===== config.mk =====
export PLATFORM = sky130hd
export DESIGN_NAME = misr_core
export DESIGN_NICKNAME = d
export VERILOG_FILES = /design/src/rtl/misr_pkg.sv /design/src/rtl/misr_core.sv
export SDC_FILE = /design/constraint.sdc
export NUM_CORES = 1
export LEC_CHECK = 0
export ABC_AREA = 0
export CAP_MARGIN = 10
export CORE_MARGIN = 2
export CORE_UTILIZATION = 40
export DETAILED_ROUTE_END_ITERATION = 6
export PLACE_DENSITY = 0.9
export SLEW_MARGIN = 20
export SYNTH_ARGS = -nofsm -noshare
export SYNTH_HDL_FRONTEND = slang
export SYNTH_SLANG_ARGS = --single-unit

===== constraint.sdc =====
create_clock -name clk -period 1.37 [get_ports clk]
set_input_delay 0.274 -clock clk [delete_from_list [all_inputs] [get_ports clk]]
set_output_delay 0.274 -clock clk [all_outputs]
set_load 0.05 [all_outputs]

===== src/rtl/misr_pkg.sv =====
// Shared constants for the MISR response compactor: FSM state encoding and
// default polynomial, seed, golden signature and expected strobe count.
package misr_pkg;

    localparam logic [1:0] ST_IDLE    = 2'd0;
    localparam logic [1:0] ST_COMPACT = 2'd1;
    localparam logic [1:0] ST_COMPARE = 2'd2;
    localparam logic [1:0] ST_DONE    = 2'd3;

    localparam logic [15:0] MISR_POLY_DEF   = 16'h1021;
    localparam logic [15:0] MISR_SEED_DEF   = 16'h0000;
    localparam logic [15:0] MISR_GOLDEN_DEF = 16'h0000;

    // 6 periods x 12 sequences from the upstream BIST controller
    localparam int unsigned MISR_EXP_CYCLES_DEF = 72;
    localparam int unsigned MISR_CW_DEF         = 8;

endpackage


===== src/rtl/misr_core.sv =====
// Multiple-input signature register. Shifts left with MSB feedback into the
// POLY taps and XORs the response word in. A load takes priority over a shift.
module misr_core
    import misr_pkg::*;
#(
    parameter int unsigned     W    = 16,
    parameter logic [W-1:0]    POLY = MISR_POLY_DEF,
    parameter logic [W-1:0]    SEED = MISR_SEED_DEF
) (
    input  logic         clk,
    input  logic         reset,
    input  logic         load,
    input  logic [W-1:0] seed,
    input  logic         shift,
    input  logic [W-1:0] resp,
    output logic [W-1:0] signature
);

    logic [W-1:0] sig_q;
    logic [W-1:0] sig_d;
    logic [W-1:0] sig_next;

    // Next signature: load seed, or fold the response word into the register
    always_comb begin
        sig_next = {sig_q[W-2:0], 1'b0} ^ (sig_q[W-1] ? POLY : '0) ^ resp;
        sig_d    = sig_q;
        if (load) begin
            sig_d = seed;
        end else if (shift) begin
            sig_d = sig_next;
        end
    end

    // Signature register, returns to SEED on reset
    always_ff @(posedge clk or negedge reset) begin
        if (!reset) begin
            sig_q <= SEED;
        end else begin
            sig_q <= sig_d;
        end
    end

    assign signature = sig_q;

endmodule


# After elaboration in Yosys (flattened, before gate mapping)
# Index checks and enable logic that the tools add are counted.
# W data, S select, Z words.
word_totals:
  input_bits: 36
  word_cells: 7
  reg_bits: 16
  out_inout_bits: 16
classes:
  mux: 3
  reduce_logical: 1
  bitwise_logic: 2
op_table:
  columns: ["cell", "count"]
  rows:
  - ["$mux W16", 2]
  - ["$xor A16 B13 Y16", 1]
  - ["$xor A16 B16 Y16", 1]
  - ["$mux W13", 1]
  - ["$reduce_bool A2 Y1", 1]

# Depth between registers and ports, before layout
logic_depth:
  ltp_word: 5
  ltp_mapped: 4

# Worst setup path before layout
# No wires, ideal clock.
synth_timing:
  path_type: "register to register"
  from: "reg sig_q[15] (netlist: signature[15])"
  to: "reg sig_q[0] (netlist: signature[0])"
  setup_time_ns: 0.123
  path_slack_ns: 0.214
  n_path_buf: 0
  stages_incl_launch_ff: 4
  arrival_time_ns: 1.033
  synth_period_minus_slack_ns: 1.156
  cell_sequence: "dfrtp_1 > xor2_1 > mux2i_1 > o21ai_1"
synth_between:
  elab_chain_cells: 5
synth_lines:
  columns: ["item", "line", "source"]
  rows:
  - ["start, declared", "misr_core.sv:19", "logic [W-1:0] sig_q;"]
  - ["start signal, assigned", "misr_core.sv:39", "sig_q <= sig_d;"]
  - ["$mux W13", "misr_core.sv:25", "sig_next = {sig_q[W-2:0], 1'b0} ^ (sig_q[W-1] ? POLY : '0) ^ resp;"]
  - ["$xor A16 B13 Y16", "misr_core.sv:25", null]
  - ["$xor A16 B16 Y16", "misr_core.sv:25", null]
  - ["$mux W16", "misr_core.sv:29", "end else if (shift) begin"]
  - ["$mux W16", "misr_core.sv:27", "if (load) begin"]
# Every way passes these cells. The select of a mux whose other input is x is not followed.
# A chain may end at the register's enable or synchronous reset.

# Final worst setup path
layout_timing:
  from: "reg sig_q[15] (netlist: signature[15])"
  to: "out signature[15]"
layout_lines:
  columns: ["item", "line", "source"]
  rows:
  - ["end, declared", "misr_core.sv:16", "output logic [W-1:0] signature"]
# No word-level cell between the ends.

==> results_dict.tcl <==
set metrics [dict create \
    clock_sink_count 16 \
    cpMaxStageDelayCell "dfrtp_1" \
    antenna_found_initial 0 \
    crit_family "flip-flops" \
    numCtsBuffers 3 \
    synth_nets 128 \
    final_common_cell "clkdlybuf4s50_1" \
    place_hpwl_mm 2.13 \
    hp-class "in2async" \
    syn_avg_cell_area_sq_um 9.94 \
    crit_path_max_fanout 6 \
    cts_root_buffer "clkbuf_4" \
    globalRouteTotalUtil 0.227 \
    slew_viol_final 0 \
    synthTopCellsByArea "dfrtp_1 44%, mux2i_1 15%, xor2_1 15%, nand2_1 5.7%, o21ai_1 5.5%" \
    multiInputGateArea_sq_um 475 \
    ant_nets 0 \
    synth_xor_area_frac 0.153 \
    final_cell_area_sq_um 1670 \
    fillerInstances 127 \
    io_buffers 51 \
    antenna_cells 0 \
    largest_register_ffs 16 \
    synth_compound_area_frac 0.104 \
    synth.distinct_cells 15 \
    design.core.area_sq_um 2190 \
    placed_area_sq_um 1630 \
    timing.reg2reg.setup_slack_ps 310 \
    endpoint_kind "output pin" \
    finalNetCount 183 \
    arrival_ps 980 \
    rsz0062_at_grt "no" \
    status "finished clean" \
    grt_max_degree 21 \
    fp.dieH_um 51.8 \
    start_kind "flip-flop" \
    maxCapViolations 0 \
    synth_top_family_by_area "multiplexers" \
    max_slew_margin 0.814 \
    crit_type "reg2out" \
    synth.mux.area_fraction 0.153 \
    fin_crit_sh 0.915 \
    clockBufferDepth 2 \
    insertion_delay_ps 290 \
    cts_max_level 1 \
    num_rows 17 \
    drt_iter0_markers 11 \
    wire_per_inst_um 15.4 \
    grt_pass1_vias 955 \
    max_stage_delay_ps 510 \
    synth_fa_ha_area_frac 0 \
    drive_gt1_frac 0.171 \
    path_buf_inv 1 \
    r2r-start "signature[15]$_DFFE_PN0P_" \
    post_cts_resized 0 \
    path_cells "buf_12" \
    wl_mm 2.69 \
    netlist.top_cell.by_area "dfrtp_1" \
    cts_setup_buffers 0 \
    setup.worst_path.start "signature[15]$_DFFE_PN0P_" \
    grt_pass1_wl_mm 4.36 \
    cts_hold_buf 0 \
    dieArea_sq_um 2690 \
    yosysWarnings 0 \
    overflow 0 \
    synthSimpleGateAreaFrac 0.109 \
    p_leak_nw 0.746 \
    postSynthCellCount 92 \
    setup_viol 0 \
    path_clk_slew_ps 90 \
    setup_tns_ps 0 \
    cts_tree "done" \
    vias 865 \
    area_delta_synth_final_pct 82.4 \
    initial_utilization 0.417 \
    gp_congestion 0.724 \
    worst_pin_slew_ps 279 \
    p_per_area_nw_per_um2 1030 \
    required_ps 1100 \
    synth_seq_cells 16 \
    seqCellArea_sq_um 400 \
    ys_seq_area_frac 0.438 \
    post-route-min-period_ps 1250 \
    fin_skew_ps 0.730 \
    clock.fmax_mhz 798 \
    drt-pass1-iter-count 3 \
    drcViolationCount 0 \
    ir_worst_vdd_mv 0.641 \
    most-common-layout-cells "35 x clkdlybuf4s50_1, 17 x buf_12, 16 x xor2_1, 16 x dfrtp_1" \
    viasPerCell 4.97 \
    fp.dieW_um 51.8 \
    yosys.area.top_type_share 0.438 \
    pin_count 52 \
    syn_area_sq_um 915 \
    timing.final.hold_violations 0 \
]
==> cells by family (layout without fill, tap and decap cells) <==
family | after synthesis | after routing
flip-flops | 16 | 16
buffers and inverters | 6 | 60
XOR/XNOR | 16 | 16
AO/OA/AOI/OAI | 18 | 18
AND/OR/NAND/NOR | 22 | 22
multiplexers | 14 | 14
==> cells in the mapped netlist (all sizes together) <==
master	number
a21oi	2
buf	6
dfrtp	16
mux2i	14
nand2	14
nand3	2
nand3b	2
nor2	2
nor3b	2
o211ai	2
o21ai	14
xor2	16
==> per-layer routing <==
layer | track usage | wire [um]
met1 | 0.261 | 1100
met2 | 0.399 | 1370
met3 | 0.0489 | 148
met4 | 0.101 | 61
met5 | 0 | 0
==> path summary, 6_finish.rpt <==
path                       cells after the start                        end
setup / recovery                               1              signature[15]
hold / removal                                 2  signature[13]$_DFFE_PN0P_
setup reg to reg                               3   signature[0]$_DFFE_PN0P_
hold reg to reg                                2  signature[12]$_DFFE_PN0P_
max in group asynchronous                      2   signature[0]$_DFFE_PN0P_
min in group clk                               3   signature[2]$_DFFE_PN0P_
==> metrics by stage <==
| step | worst slack (ps) | power, mW | util | cells | hold WS [ps] |
|---|---|---|---|---|---|
| 2_1_floorplan | 214 | 0.967 | - | 92 | -21.6 |
| 3_3_place_gp | 2.33 | 1.39 | 0.745 | 170 | 612 |
| 3_5_place_dp | -81.8 | 1.41 | 0.745 | 170 | 626 |
| 4_1_cts | 104 | 1.73 | 0.761 | 174 | 301 |
| 5_1_grt | 72.4 | 1.81 | 0.761 | 174 | 311 |
| 6_report | 117 | 1.72 | 0.761 | 174 | 298 |
==> final cells by class <==
class	instances	share of cell area
Timing Repair Buffer	56	0.432
Multi-Input combinational cell	70	0.285
Sequential cell	16	0.240
Clock buffer	4	0.0218
Tap cell	28	0.0210
==> report_power, final <==
| group | switching, mW | total, mW | internal [mW] |
|---|---|---|---|
| Sequential | 0.0942 | 0.624 | 0.530 |
| Clock | 0.153 | 0.315 | 0.162 |
| Combinational | 0.370 | 0.780 | 0.410 |
| Total | 0.618 | 1.72 | 1.10 |
Note: power is estimated with default switching activity, not from simulation.
